`config.mk`:
```
export PLATFORM = sky130hd
export DESIGN_NAME = sdram_ctrl_arb
export DESIGN_NICKNAME = d
export VERILOG_FILES = /design/src/rtl/sdram_ctrl_arb.sv
export SDC_FILE = /design/constraint.sdc
export NUM_CORES = 1
export LEC_CHECK = 0
export ABC_AREA = 1
export BUFFER_PORTS_ARGS = -buffer_cell sky130_fd_sc_hd__buf_2
export CORE_AREA = 2 2 124 126
export CTS_BUF_LIST = sky130_fd_sc_hd__clkbuf_8
export DETAILED_ROUTE_END_ITERATION = 8
export DIE_AREA = 0 0 126 128
export GPL_ROUTABILITY_DRIVEN = 0
export PLACE_DENSITY = 0.74
export RECOVER_POWER = 100
export SLEW_MARGIN = 10
export SYNTH_ARGS = -nofsm -noshare
export SYNTH_HDL_FRONTEND = slang
export SYNTH_SLANG_ARGS = --single-unit
```
`constraint.sdc`:
```
create_clock -name ACLK -period 1.6 [get_ports ACLK]
set_input_delay 0.24 -clock ACLK [delete_from_list [all_inputs] [get_ports ACLK]]
set_output_delay 0.24 -clock ACLK [all_outputs]
set_load 0.02 [all_outputs]
```
`src/rtl/sdram_ctrl_arb.sv`:
```
// Two-requester arbiter in front of a single SDRAM core control port, one operation in flight.
// Optional response watchdog is built only when SDRAM_ARB_TIMEOUT_EN is defined.
module sdram_ctrl_arb #(
    parameter int ADDR_WIDTH     = 32,
    parameter int DATA_WIDTH     = 32,
    parameter int TIMEOUT_CYCLES = 1024
) (
    input  logic                    ACLK,
    input  logic                    ARSTN,

    input  logic                    m0_rd,
    input  logic [DATA_WIDTH/8-1:0] m0_wr,
    input  logic [ADDR_WIDTH-1:0]   m0_addr,
    input  logic [DATA_WIDTH-1:0]   m0_write_data,
    output logic                    m0_rdy,
    output logic                    m0_rvalid,
    output logic                    m0_wvalid,
    output logic [DATA_WIDTH-1:0]   m0_read_data,
    output logic                    m0_error,

    input  logic                    m1_rd,
    input  logic [DATA_WIDTH/8-1:0] m1_wr,
    input  logic [ADDR_WIDTH-1:0]   m1_addr,
    input  logic [DATA_WIDTH-1:0]   m1_write_data,
    output logic                    m1_rdy,
    output logic                    m1_rvalid,
    output logic                    m1_wvalid,
    output logic [DATA_WIDTH-1:0]   m1_read_data,
    output logic                    m1_error,

    output logic                    s_rd,
    output logic [DATA_WIDTH/8-1:0] s_wr,
    output logic [ADDR_WIDTH-1:0]   s_addr,
    output logic [DATA_WIDTH-1:0]   s_write_data,
    input  logic                    s_rdy,
    input  logic                    s_rvalid,
    input  logic                    s_wvalid,
    input  logic [DATA_WIDTH-1:0]   s_read_data,
    input  logic                    s_error
);

    // state | meaning
    // IDLE  | grant one pending requester (round-robin on ties)
    // ISSUE | present registered command until the core takes it (s_rdy)
    // WAIT  | wait for the matching core response (or watchdog expiry)
    typedef enum logic [1:0] {
        ST_IDLE  = 2'd0,
        ST_ISSUE = 2'd1,
        ST_WAIT  = 2'd2
    } state_t;

    localparam int STRB_W = DATA_WIDTH / 8;

    state_t                 state_q, state_d;
    logic                   owner_q;
    logic                   last_q;
    logic                   op_wr_q;
    logic [STRB_W-1:0]      strb_q;
    logic [ADDR_WIDTH-1:0]  addr_q;
    logic [DATA_WIDTH-1:0]  data_q;

    logic                   pend0, pend1, sel, accept;
    logic                   cmd_fire, rsp_match, rsp_done, tmo_hit;
    logic                   rsp_err;
    logic [DATA_WIDTH-1:0]  rsp_data;

    always_comb begin
        pend0 = m0_rd || (m0_wr != '0);
        pend1 = m1_rd || (m1_wr != '0);
        sel   = pend1;
        if (pend0 && pend1) begin
            sel = ~last_q;
        end
        // Gated with ARSTN so no grant is visible while reset is held.
        accept = ARSTN && (state_q == ST_IDLE) && (pend0 || pend1);
        m0_rdy = accept && !sel;
        m1_rdy = accept && sel;

        cmd_fire = (state_q == ST_ISSUE) && s_rdy;
        s_rd     = cmd_fire && !op_wr_q;
        s_wr     = (cmd_fire && op_wr_q) ? strb_q : '0;

        rsp_match = (state_q == ST_WAIT) && (op_wr_q ? s_wvalid : s_rvalid);
        rsp_done  = rsp_match || tmo_hit;
        rsp_err   = rsp_match ? s_error : 1'b1;
        rsp_data  = (rsp_match && !op_wr_q) ? s_read_data : '0;

        state_d = state_q;
        case (state_q)
            ST_IDLE:  if (accept)   state_d = ST_ISSUE;
            ST_ISSUE: if (s_rdy)    state_d = ST_WAIT;
            ST_WAIT:  if (rsp_done) state_d = ST_IDLE;
            default:                state_d = ST_IDLE;
        endcase
    end

    assign s_addr       = addr_q;
    assign s_write_data = data_q;

`ifdef SDRAM_ARB_TIMEOUT_EN
    localparam int CNT_W = (TIMEOUT_CYCLES > 1) ? $clog2(TIMEOUT_CYCLES) : 1;

    logic [CNT_W-1:0] tmo_cnt_q;

    // Loaded as the command leaves ISSUE so that WAIT lasts TIMEOUT_CYCLES cycles.
    always_ff @(posedge ACLK or negedge ARSTN) begin
        if (!ARSTN) begin
            tmo_cnt_q <= '0;
        end else if (cmd_fire) begin
            tmo_cnt_q <= CNT_W'(TIMEOUT_CYCLES - 1);
        end else if ((state_q == ST_WAIT) && (tmo_cnt_q != '0)) begin
            tmo_cnt_q <= tmo_cnt_q - CNT_W'(1);
        end
    end

    assign tmo_hit = (state_q == ST_WAIT) && (tmo_cnt_q == '0);
`else
    assign tmo_hit = 1'b0;
`endif

    always_ff @(posedge ACLK or negedge ARSTN) begin
        if (!ARSTN) begin
            state_q <= ST_IDLE;
        end else begin
            state_q <= state_d;
        end
    end

    always_ff @(posedge ACLK or negedge ARSTN) begin
        if (!ARSTN) begin
            owner_q <= 1'b0;
            last_q  <= 1'b1;
            op_wr_q <= 1'b0;
            strb_q  <= '0;
            addr_q  <= '0;
            data_q  <= '0;
        end else begin
            if (accept) begin
                owner_q <= sel;
                if (sel) begin
                    op_wr_q <= (m1_wr != '0);
                    strb_q  <= m1_wr;
                    addr_q  <= m1_addr;
                    data_q  <= m1_write_data;
                end else begin
                    op_wr_q <= (m0_wr != '0);
                    strb_q  <= m0_wr;
                    addr_q  <= m0_addr;
                    data_q  <= m0_write_data;
                end
            end
            if (rsp_done) begin
                last_q <= owner_q;
            end
        end
    end

    // Response outputs are single-cycle pulses; everything returns to zero by default.
    always_ff @(posedge ACLK or negedge ARSTN) begin
        if (!ARSTN) begin
            m0_rvalid    <= 1'b0;
            m0_wvalid    <= 1'b0;
            m0_read_data <= '0;
            m0_error     <= 1'b0;
            m1_rvalid    <= 1'b0;
            m1_wvalid    <= 1'b0;
            m1_read_data <= '0;
            m1_error     <= 1'b0;
        end else begin
            m0_rvalid    <= 1'b0;
            m0_wvalid    <= 1'b0;
            m0_read_data <= '0;
            m0_error     <= 1'b0;
            m1_rvalid    <= 1'b0;
            m1_wvalid    <= 1'b0;
            m1_read_data <= '0;
            m1_error     <= 1'b0;
            if (rsp_done) begin
                if (owner_q) begin
                    m1_rvalid    <= !op_wr_q;
                    m1_wvalid    <= op_wr_q;
                    m1_read_data <= rsp_data;
                    m1_error     <= rsp_err;
                end else begin
                    m0_rvalid    <= !op_wr_q;
                    m0_wvalid    <= op_wr_q;
                    m0_read_data <= rsp_data;
                    m0_error     <= rsp_err;
                end
            end
        end
    end

endmodule

```
==> results of run 1 <==
[synthesized netlist by cell type (2+ instances only)]
cell type,count
sky130_fd_sc_hd__nand2_2,4
sky130_fd_sc_hd__inv_2,2
sky130_fd_sc_hd__nand3_1,73
sky130_fd_sc_hd__nand2_1,352
sky130_fd_sc_hd__clkbuf_1,7
sky130_fd_sc_hd__nor2_2,5
sky130_fd_sc_hd__dfrtp_1,142
sky130_fd_sc_hd__buf_2,27
sky130_fd_sc_hd__nor2_1,76
sky130_fd_sc_hd__o31ai_1,2
sky130_fd_sc_hd__inv_1,49
sky130_fd_sc_hd__buf_4,7
[sequential cells by signal, summed over array words and instances, names as in the netlist, 2 cells and up]
register and cells:
m0_read_data 32, m1_read_data 32, s_addr 32, s_write_data 32
state_q 2, strb_q 4
[power groups by stage]
stage               clock [W]  sequential, W  combinational (W)
finish                0.00281        0.00509            0.00605
global route          0.00302        0.00521            0.00668
CTS                   0.00287        0.00504            0.00622
detailed placement          0        0.00509            0.00570
global placement            0        0.00508            0.00562
floorplan                   0        0.00613            0.00263
[per-layer routing]
metal | track usage | part of all wire | vias to the layer above
met3 | 0.0563 | 0.067 | 50
met1 | 0.297 | 0.40 | 2899
li1 | - | - | 2953
met5 | 0 | 0 | -
met2 | 0.395 | 0.49 | 250
met4 | 0.107 | 0.038 | 0
[metrics by stage]
stage | setup WS [ns] | total power (W) | TNS [ns] | cell area [um^2] | hold slack [ns]
after floorplan | 0.0731 | 0.00877 | 0 | 6080 | -0.0556
after global placement | 0.0701 | 0.0107 | 0 | 7880 | 0.445
after detailed placement | 0.0481 | 0.0108 | 0 | 7880 | 0.451
after CTS | -0.162 | 0.0141 | -1.02 | 8620 | 0.000638
after global routing | -0.215 | 0.0149 | -6.51 | 8520 | 0.00208
final | -0.151 | 0.0139 | -0.807 | 8520 | 0.0286
[critical path, cell delays in order, from the launching register on]
cell and delay [ns]:
sky130_fd_sc_hd__dfrtp_1 0.41, sky130_fd_sc_hd__inv_2 0.12, sky130_fd_sc_hd__nand3_4 0.10, sky130_fd_sc_hd__nor2_4 0.13, sky130_fd_sc_hd__inv_4 0.04, sky130_fd_sc_hd__a21oi_2 0.11, sky130_fd_sc_hd__buf_4 0.16
[final cells by class]
| class | instances | share of cell area |
|---|---|---|
| clock buffer | 17 | 0.0275 |
| multi-input combinational | 516 | 0.252 |
| timing repair buffer | 363 | 0.232 |
| tap | 188 | 0.0276 |
| inverter | 52 | 0.0232 |
| antenna | 1 | 0.000294 |
| sequential | 143 | 0.420 |
| clock inverter | 15 | 0.0181 |
[path summary, 6_finish.rpt]
path                                  from               end  slack (ns)  cells past startpoint
setup reg to reg                   op_wr_q  m0_read_data[14]       -0.02                      8
max in group asynchronous            ARSTN        state_q[1]        0.17                      2
hold / removal             s_read_data[31]  m1_read_data[31]        0.03                      3
setup / recovery                state_q[0]            m0_rdy       -0.15                      6
hold reg to reg                  s_addr[2]         s_addr[2]        0.48                      2
min in group asynchronous            ARSTN   s_write_data[9]        0.13                      2
[cell families after synthesis]
family,Yosys count,share of synthesized area
simple gates,512,0.338
flops,143,0.589
compound gates,4,0.00453
buf+inv,93,0.0678
[what timing repair did]
action / in CTS / in global routing
buffers inserted: 10 / 2
setup endpoints to repair: 7 / 13
gates cloned: 2 / 0
endpoints found under the hold margin: 28 / 1
hold buffers: 17 / 1
gates resized for setup: 14 / 13
pin swaps: 8 / 5
==> results.txt, run 1 <==
The detailed placement HPWL came out at 13100 um. The number of H-tree branching levels is 4. The number of port buffers came out at 316.

The setup-violating endpoint count in the final report is 8. The flow ran to the end, but the final reports show violations. The aggregate global routing overflow is 0. The average cell area after synthesis is 8.08 um^2. The portion of synthesized cell area occupied by the leading cell type is 0.585. The count of final hold-check violations is 0. Setup repair after global routing could not meet its margin everywhere. The critical path class is register to output pin. The final net count came out at 1269.

The largest net degree at the start of global routing is 77. The worst pin sits at a relative slew slack of -0.101. The minimum clock period is 1.75 ns. The clock tree root driver cell is sky130_fd_sc_hd__clkbuf_8.

The share of final-layout standard cells stronger than drive strength 1 is 0.239. The first-pass GRT wire length came out at 30000 um. STA puts the critical path data required time at 1.36 ns.

The wire length per cell after detailed routing came out at 15.0 um. The number of clock sinks came out at 143. The detail-routed via count per cell is 4.75. The number of violations reported at the end of detailed-routing iteration 0 is 299.

The count of cells in the finished layout, fillers not included, comes to 1295. The leading cell type in the layout, fill and taps excluded is sky130_fd_sc_hd__nand2_1. The clock group share of total power came out at 0.201. The number of CTS-inserted buffers is 17. The largest total area in the synthesized netlist belongs to sky130_fd_sc_hd__dfrtp_1. Derived from the worst setup path, the maximum achievable clock frequency is 571 MHz. For this run, the detailed router's first-pass iteration total came to 5. The share of async-settable or async-resettable flops after synthesis is 1.00.

The min-delay analysis places its worst path in the category primary input to register. The initial antenna violation count is 1. The clock passes through at most 2 buffers.

The proportion of total power due to net switching is 0.436. For this design the static power due to leakage is 4.91 nW. Once routing completed, OpenROAD measured the worst setup slack at -0.151 ns. For this configuration, the core starts out at a cell density of 0.409.

In the layout the commonest cells are sky130_fd_sc_hd__nand2_1, sky130_fd_sc_hd__buf_2, sky130_fd_sc_hd__dfrtp_1, sky130_fd_sc_hd__clkbuf_1, sky130_fd_sc_hd__nor2_1. The power density of the placed cells is 1640 nW/um^2. The main flop type after synthesis is sky130_fd_sc_hd__dfrtp_1. In this run, synthesis inferred 0 flip-flops with an integrated enable. The worst-case IR drop observed on VDD is 966 uV. The layout overhead on the synthesized area is 40.3%. The max capacitance violation total came out at 1. Of the total power, combinational logic draws 0.434.

The synthesized net count is 928. The vertical die dimension came out at 128 um. The post-detailed-route DRC marker count came out at 0. Yosys printed 0 warnings.

For the pin with the worst max-slew slack, the measured transition is 1.65 ns. The aggregate global-route resource usage came out at 0.238. The share of total power dissipated in sequential elements is 0.365. 317 I/O pins were placed. Across the whole layout, storage elements account for 3580 um^2. The arrival time of the worst setup path came out at 1.51 ns. The post-route fraction of the period consumed by the critical path is 1.09. The gate count of the mapped netlist came out at 752.

Fill cells in the final layout number 1428. The worst clock skew on the final layout came out at 0.00782 ns. The sequential share of the synthesized area came out at 0.589.

For this block, the routed nets add up to 19400 um of wire. STA classifies the critical path endpoint as an output pin. The number of distinct library cells after synthesis came out at 18. In this run, placement finished with an instance count of 1230. The floorplan has 45 rows. Cell internal power was estimated by the tool at 0.00787 W.

TritonCTS built the clock tree. The netlist area before placement came out at 6070 um^2. The switching power summed over all nets came out at 0.00608 W. The worst setup path is launched from a register. The CTS clock-pin slew for the worst setup and hold paths is 0.08 ns. The via count of the first global-routing pass was 5978. In this run, synthesis produced a sequential element count of 143.

The max-slew violation total from the final report is 68. In this run the horizontal extent of the chip is 126 um. After synthesis, the cell types taking the most area are sky130_fd_sc_hd__dfrtp_1, sky130_fd_sc_hd__nand2_1, sky130_fd_sc_hd__nand3_1. The count of nets left with antenna violations once routing finished came out at 0. The post-route core utilization came out at 0.573.

The clock latency on the worst-skew pair came out at 0.44 ns. The checks that failed: capacitance limit, slew limit, setup timing. Of all nets on the critical path, the largest fanout is 3. The floorplan step defined a core boundary enclosing 14900 um^2. The floorplan step defined a die boundary enclosing 16100 um^2.

The multi-input combinational cells in the finished layout cover a total of 2140 um^2. The count of vias placed by the detailed router is 6152.
Power figures use the tool's default switching activity.
==> run 2: changes to the inputs <==
CORE_AREA = unset   (was 2 2 124 126)
CORE_ASPECT_RATIO = 1.2   (was unset)
CORE_MARGIN = 2   (was unset)
CORE_UTILIZATION = 40   (was unset)
DIE_AREA = unset   (was 0 0 126 128)
PLACE_DENSITY = 0.72   (was 0.74)
==> run 2 against run 1 <==
  * The run ends with setup timing left
  * Clock-buffer cell count rose by 1
  * Clock skew grew 0.0042 ns
  * Register-to-register slack improved by 0.03 ns
  * Design area rose by 0.73%
  * Sequential share of layout area down 0.31 points
==> results.txt, run 2 (synthesis gave the netlist of run 1 again) <==
The residual antenna-violating net count after detailed routing came out at 0 (unchanged). The leading cell type in the layout, fill and taps excluded is sky130_fd_sc_hd__nand2_1 (unchanged). The number of CTS-inserted buffers came out at 17 (unchanged). The critical-path cell with the highest stage delay is sky130_fd_sc_hd__dfrtp_1 (unchanged). Violations in the final reports: setup timing (was capacitance limit, slew limit, setup timing).

The die width came to 116 um (was 126 um). The total leakage power is 4.94 nW (was 4.91 nW). The final net count is 1269 (unchanged). The post-route fraction of the period consumed by the critical path is 1.07 (was 1.09).

The count of vias placed by the detailed router came to 5984 (was 6152). The max-slew violation total from the final report came out at 0 (was 68). The worst flop-to-flop path startpoint was op_wr_q (unchanged). The class of the most critical hold timing path is primary input to register (unchanged). The number of detailed-route iterations in the first pass is 5 (unchanged). The initial antenna violation count is 0 (was 1). Ordered list of cells on the worst path: inv_2 > nor3_4 > nand2_2 > nor2_2 > buf_6 (was inv_2 > nand3_4 > nor2_4 > inv_4 > a21oi_2 > buf_4).

Commonest non-fill, non-tap cells in the layout: sky130_fd_sc_hd__nand2_1, sky130_fd_sc_hd__buf_2, sky130_fd_sc_hd__dfrtp_1, sky130_fd_sc_hd__clkbuf_1, sky130_fd_sc_hd__nor2_1 (unchanged). The aggregate global routing overflow is 0 (unchanged). The share of power burned in combinational logic came to 0.429 (was 0.434). Run status: complete, but fails checks (unchanged). The critical path capture point type is an output pin (unchanged).

The clock tree buffer depth came out at 2 (unchanged). The post-route core utilization came out at 0.576 (was 0.573). The total power after layout is 0.0141 W (was 0.0139 W). The largest net degree at the start of global routing is 144 (was 77). The setup-violating endpoint count in the final report came out at 7 (was 8).

The portion of total power attributed to sequential cells came out at 0.363 (was 0.365). The number of H-tree branching levels is 4 (unchanged). The proportion of total power due to net switching is 0.427 (was 0.436).

The depth of the critical timing path with buffers and inverters included is 5 (was 6). The floorplan die area is 16200 um^2 (was 16100 um^2). The power density of the placed cells came to 1640 nW/um^2 (about the same). The number of port buffers came out at 316 (unchanged). The reg-to-reg critical path endpoint is m0_read_data[10] (was m0_read_data[14]). The number of clock sinks is 143 (unchanged). The detailed placement HPWL was 12600 um (was 13100 um). The total internal power is 0.00806 W (was 0.00787 W).

The clock group share of total power is 0.208 (was 0.201). The critical path class is register to output pin (unchanged). The post-detailed-route DRC marker count came to 0 (unchanged). The count of final hold-check violations came to 0 (unchanged). The aggregate global-route resource usage came out at 0.229 (was 0.238). The row count is 49 (was 45). The core area is 14900 um^2 (about the same). The vertical die dimension is 139 um (was 128 um). The detail-routed via count per cell came out at 4.57 (was 4.75). The termination of the worst setup path is s_wr[1] (was m0_rdy). The worst-case hold slack is 0.0317 ns (was 0.0286 ns). The setup slack of the worst register-to-register path is 0.01 ns (was -0.02 ns). The least setup slack across all paths after layout came out at -0.119 ns (was -0.151 ns). The switching power summed over all nets came out at 0.00600 W (was 0.00608 W). The largest fanout on the critical path is 4 (was 3). The number of violations reported at the end of detailed-routing iteration 0 came out at 376 (was 299).

The number of cells on the worst reg-to-reg path came to 8 (unchanged). The via count of the first global-routing pass is 5802 (was 5978). The beginning of the critical path is state_q[0] (unchanged). Unrepaired setup endpoints after global routing: yes (unchanged). The worst clock skew on the final layout was 0.0120 ns (was 0.00782 ns). The worst-case headroom to the max-slew limit is 0.255 (was -0.101). The CTS clock-pin slew for the worst setup and hold paths came out at 0.08 ns (about the same). The number of antenna cells inserted came out at 0 (was 1). The number of primary I/O pins was 317 (unchanged).

The max capacitance violation total came out at 0 (was 1). The clock latency on the worst-skew pair is 0.45 ns (was 0.44 ns). The maximum VDD drop was 786 uV (was 966 uV). The first-pass GRT wire length is 28600 um (was 30000 um). The minimum clock period came out at 1.72 ns (was 1.75 ns). The cell class contributing the biggest share of worst-path delay is simple AND/OR/NAND/NOR gates (was flip-flops).

The wire length per cell after detailed routing came out at 14.5 um (was 15.0 um). The share of final-layout standard cells stronger than drive strength 1 came to 0.242 (was 0.239). The arrival time of the worst setup path was 1.48 ns (was 1.51 ns).

The category of the worst setup path launch point is a register (unchanged). The required time of the worst setup path came out at 1.36 ns (about the same). The clock tree root driver cell is sky130_fd_sc_hd__clkbuf_8 (unchanged). The transition at the pin with the smallest max-transition slack is 1.12 ns (was 1.65 ns). The layout overhead on the synthesized area was 41.3% (was 40.3%).

The TritonCTS clock tree was built (unchanged). The total wire length came to 19000 um (was 19400 um). The initial core utilization is 0.408 (was 0.409). The accumulated negative setup slack came out at -0.641 ns (was -0.807 ns).

The largest stage delay on the critical path came out at 0.37 ns (was 0.41 ns). The setup slack at placement was 0.0748 ns (was 0.0481 ns). The combined buffer and inverter count along the critical path came out at 2 (was 3). The maximum clock frequency was 582 MHz (was 571 MHz).
## run 2: cell types whose count changed in the layout (fill, tap and decap cells not counted), moves of 2 or more
cell,previous run,this run
sky130_fd_sc_hd__inv_8,4,1
sky130_fd_sc_hd__nor2_2,3,5
sky130_fd_sc_hd__buf_12,6,8
sky130_fd_sc_hd__clkbuf_1,134,130
sky130_fd_sc_hd__buf_6,5,2
sky130_fd_sc_hd__clkbuf_8,17,19
sky130_fd_sc_hd__dlygate4sd3_1,18,20
sky130_fd_sc_hd__buf_2,174,178
## run 2: metrics by stage
step | instance area [um^2] | std cells
5_1_grt | 8580 | 1309
6_report | 8580 | 1309
3_3_place_gp | 7920 | 1244
2_1_floorplan | 6080 | 752
4_1_cts | 8700 | 1306
3_5_place_dp | 7920 | 1244
## run 2: worst min-delay path by stage
stage	from	endpoint	cells after the start
after global placement	ARSTN	op_wr_q	2
after global routing	s_read_data[7]	m1_read_data[7]	3
after floorplan	ARSTN	m0_error	0
after detailed placement	ARSTN	op_wr_q	2
after CTS	s_read_data[19]	m0_read_data[19]	3
final	s_read_data[0]	m1_read_data[0]	3
## run 2: power by group through the flow
stage / clock network, W / registers (W) / logic, W
after global placement: 0 / 0.00510 / 0.00563
after floorplan: 0 / 0.00613 / 0.00263
final: 0.00293 / 0.00510 / 0.00604
after CTS: 0.00299 / 0.00506 / 0.00625
after global routing: 0.00315 / 0.00520 / 0.00668
after detailed placement: 0 / 0.00511 / 0.00573
## run 2: timing repair
item,in CTS,in global routing
pin swaps,6,1
endpoints found under the setup margin,7,30
gates cloned,2,0
setup buffers,10,2
hold buffers,19,1
gates resized for setup,16,8
hold endpoints to repair,171,1
## run 2: final cells by class
class / count / area, um^2
repair buffers: 363 / 2000
well taps: 204 / 255
flip-flops and latches: 143 / 3580
clock buffers: 18 / 248
fillers: 1418 / 6310
multi-input cells: 516 / 2150
inverters: 52 / 198
clock inverters: 13 / 153
## run 2: worst register-to-register path, delay by kind of cell, from the launching register on
kind                   cells  cell delay, ns
flip-flops                 1            0.45
buffers and inverters      2            0.36
AND/OR/NAND/NOR            6            0.72
## run 2: layer usage
metal	vias up	GRT usage	share of wire
met5	-	0	0
met4	0	0.0633	0.013
met3	19	0.0887	0.10
met2	262	0.398	0.50
met1	2752	0.258	0.39
li1	2951	-	-
==> run 3: changes to the inputs <==
clock period = 1.9 ns   (was 1.6 ns; I/O delays follow)
==> run 3 against run 2 <==
  * The run now ends clean
  * Sequential cell count is the same
  * Sequential power fell by 16%
  * Combinational power shrank 18%
  * Sequential share of layout area is 1.0 points higher
  * Register-to-register slack better by 0.23 ns
  * Highest routed layer is now met5
==> results.txt, run 3 (synthesis gave the netlist of run 1 again) <==
The via count of the first global-routing pass came to 5665 (was 5802). The number of detailed-route iterations in the first pass is 4 (was 5). The transition at the pin with the smallest max-transition slack came to 1.26 ns (was 1.12 ns). The total leakage power is 5.29 nW (was 4.94 nW). The maximum VDD drop came out at 669 uV (was 786 uV). The worst-case headroom to the max-slew limit came out at 0.160 (was 0.255). The maximum clock frequency came out at 554 MHz. The required time of the worst setup path came out at 1.62 ns (was 1.36 ns). The class of the most critical hold timing path is primary input to register (unchanged). The count of vias placed by the detailed router came to 5842 (was 5984). The largest fanout on the critical path came to 4 (unchanged). The reg-to-reg critical path endpoint was m1_read_data[24] (was m0_read_data[10]). The minimum clock period came out at 1.80 ns. The number of violations reported at the end of detailed-routing iteration 0 was 301 (was 376). The total wire length came out at 18100 um (was 19000 um).

The share of final-layout standard cells stronger than drive strength 1 came out at 0.357 (was 0.242). The largest net degree at the start of global routing came out at 144 (unchanged). The number of antenna cells inserted came out at 0 (unchanged).

The vertical die dimension is 139 um (unchanged). The clock tree root driver cell is sky130_fd_sc_hd__clkbuf_8 (unchanged). The residual antenna-violating net count after detailed routing is 0 (unchanged). The layout filler cell count came out at 1397 (was 1418). The row count came out at 49 (unchanged). Commonest non-fill, non-tap cells in the layout: sky130_fd_sc_hd__nand2_1, sky130_fd_sc_hd__buf_2, sky130_fd_sc_hd__dfrtp_1, sky130_fd_sc_hd__nor2_1, sky130_fd_sc_hd__nand3_1 (was sky130_fd_sc_hd__nand2_1, sky130_fd_sc_hd__buf_2, sky130_fd_sc_hd__dfrtp_1, sky130_fd_sc_hd__clkbuf_1, sky130_fd_sc_hd__nor2_1). The detail-routed via count per cell is 4.55 (was 4.57). The startpoint of the lowest-slack hold path is s_rdy (was s_read_data[0]). The post-route fraction of the period consumed by the critical path is 0.949. The worst min-delay path endpoint is state_q[0] (was m1_read_data[0]). The max-slew violation total from the final report is 0 (unchanged). The number of cells on the worst reg-to-reg path came out at 8 (unchanged).

Run status: complete, no violations (was complete, but fails checks). The worst clock skew on the final layout came to 0.00877 ns (was 0.0120 ns). The TritonCTS clock tree is built (unchanged).

The post-route core utilization was 0.562 (was 0.576). The critical path capture point type was an output pin (unchanged). The floorplan die area came out at 16200 um^2 (unchanged). The initial antenna violation count came out at 1 (was 0). The die width is 116 um (unchanged). The aggregate global-route resource usage is 0.225 (was 0.229). The worst flop-to-flop path startpoint is op_wr_q (unchanged). The CTS clock-pin slew for the worst setup and hold paths was 0.08 ns (about the same).

The power density of the placed cells is 1380 nW/um^2 (was 1640 nW/um^2). The aggregate global routing overflow came out at 0 (unchanged). The setup-violating endpoint count in the final report is 0 (was 7).

The arrival time of the worst setup path is 1.52 ns (was 1.48 ns). The number of CTS-inserted buffers is 17 (unchanged). The clock tree buffer depth is 2 (unchanged). The worst hold path cell count is 2 (was 3). The number of H-tree branching levels came out at 4 (unchanged).

The final net count is 1242 (was 1269). The first-pass GRT wire length came to 27900 um (was 28600 um). The wire length per cell after detailed routing came out at 14.1 um (was 14.5 um). The count of final hold-check violations came out at 0 (unchanged).

The number of clock sinks is 143 (unchanged). The detailed placement HPWL is 12700 um (was 12600 um). The category of the worst setup path launch point is a register (unchanged). The core area came out at 14900 um^2 (unchanged).

The layout overhead on the synthesized area came to 38.0% (was 41.3%). The critical path class is register to output pin (unchanged). The post-detailed-route DRC marker count is 0 (unchanged).

The initial core utilization came out at 0.408 (unchanged). The number of primary I/O pins is 317 (unchanged). The setup slack of the worst register-to-register path was 0.24 ns (was 0.01 ns). The worst-case hold slack was 0.0417 ns (was 0.0317 ns). The leading cell type in the layout, fill and taps excluded is sky130_fd_sc_hd__nand2_1 (unchanged).

The clock latency on the worst-skew pair is 0.45 ns (about the same). The max capacitance violation total came out at 0 (unchanged). The number of port buffers is 316 (unchanged).
[run 3: how the worst max path moves through the flow]
| stage | start | end |
|---|---|---|
| 2_1_floorplan | state_q[1] | m0_rdy |
| 3_3_place_gp | state_q[1] | s_write_data[12] |
| 3_5_place_dp | state_q[1] | s_write_data[4] |
| 4_1_cts | state_q[0] | s_wr[2] |
| 5_1_grt | state_q[0] | s_wr[3] |
| 6_report | state_q[1] | s_wr[2] |
[run 3: area by class of cell]
class                      count  area [um^2]  share of cell area
tap                          204          255              0.0305
multi-input combinational    516         2110               0.252
clock buffer                  17          234              0.0279
clock inverter                15          151              0.0181
sequential                   143         3580               0.427
timing repair buffer         336         1850               0.221
inverter                      52          198              0.0236
[run 3: per-layer routing]
| layer | track usage | vias to the layer above | share of wire |
|---|---|---|---|
| met3 | 0.104 | 29 | 0.11 |
| met5 | 0 | - | 0.00077 |
| met1 | 0.251 | 2660 | 0.38 |
| met4 | 0.0677 | 2 | 0.018 |
| met2 | 0.380 | 250 | 0.49 |
| li1 | - | 2901 | - |
[run 3: where the power goes]
part           internal, W  switching, W  total, W
Sequential         0.00385      0.000417   0.00427
Combinational      0.00171       0.00326   0.00497
Clock              0.00108       0.00128   0.00236
[run 3: worst max-delay path, cell delays in order (launching register included)]
cell and delay, ns:
sky130_fd_sc_hd__dfrtp_1 0.42, sky130_fd_sc_hd__nor3_2 0.24, sky130_fd_sc_hd__nand2_2 0.12, sky130_fd_sc_hd__nor2_1 0.11, sky130_fd_sc_hd__buf_2 0.18
[run 3: metrics by stage]
stage               TNS [ns]  area, um^2  power (W)  std cells  worst slack, ns
finish                     0        8380     0.0116       1283           0.0963
CTS                 -0.00698        8360     0.0117       1282         -0.00698
floorplan                  0        6070    0.00738        752            0.203
global placement           0        7880    0.00900       1245            0.160
detailed placement         0        7880    0.00907       1245            0.113
global route         -0.0318        8380     0.0124       1283          -0.0183
[run 3: what timing repair did]
item                                    in CTS  in global routing
cloned                                       2                  0
gates resized for setup                      3                  6
hold buffers                                 1                  0
endpoints found under the hold margin       60                  0
pin swaps                                    2                  0
setup buffers                                2                  1
endpoints found under the setup margin       2                 68
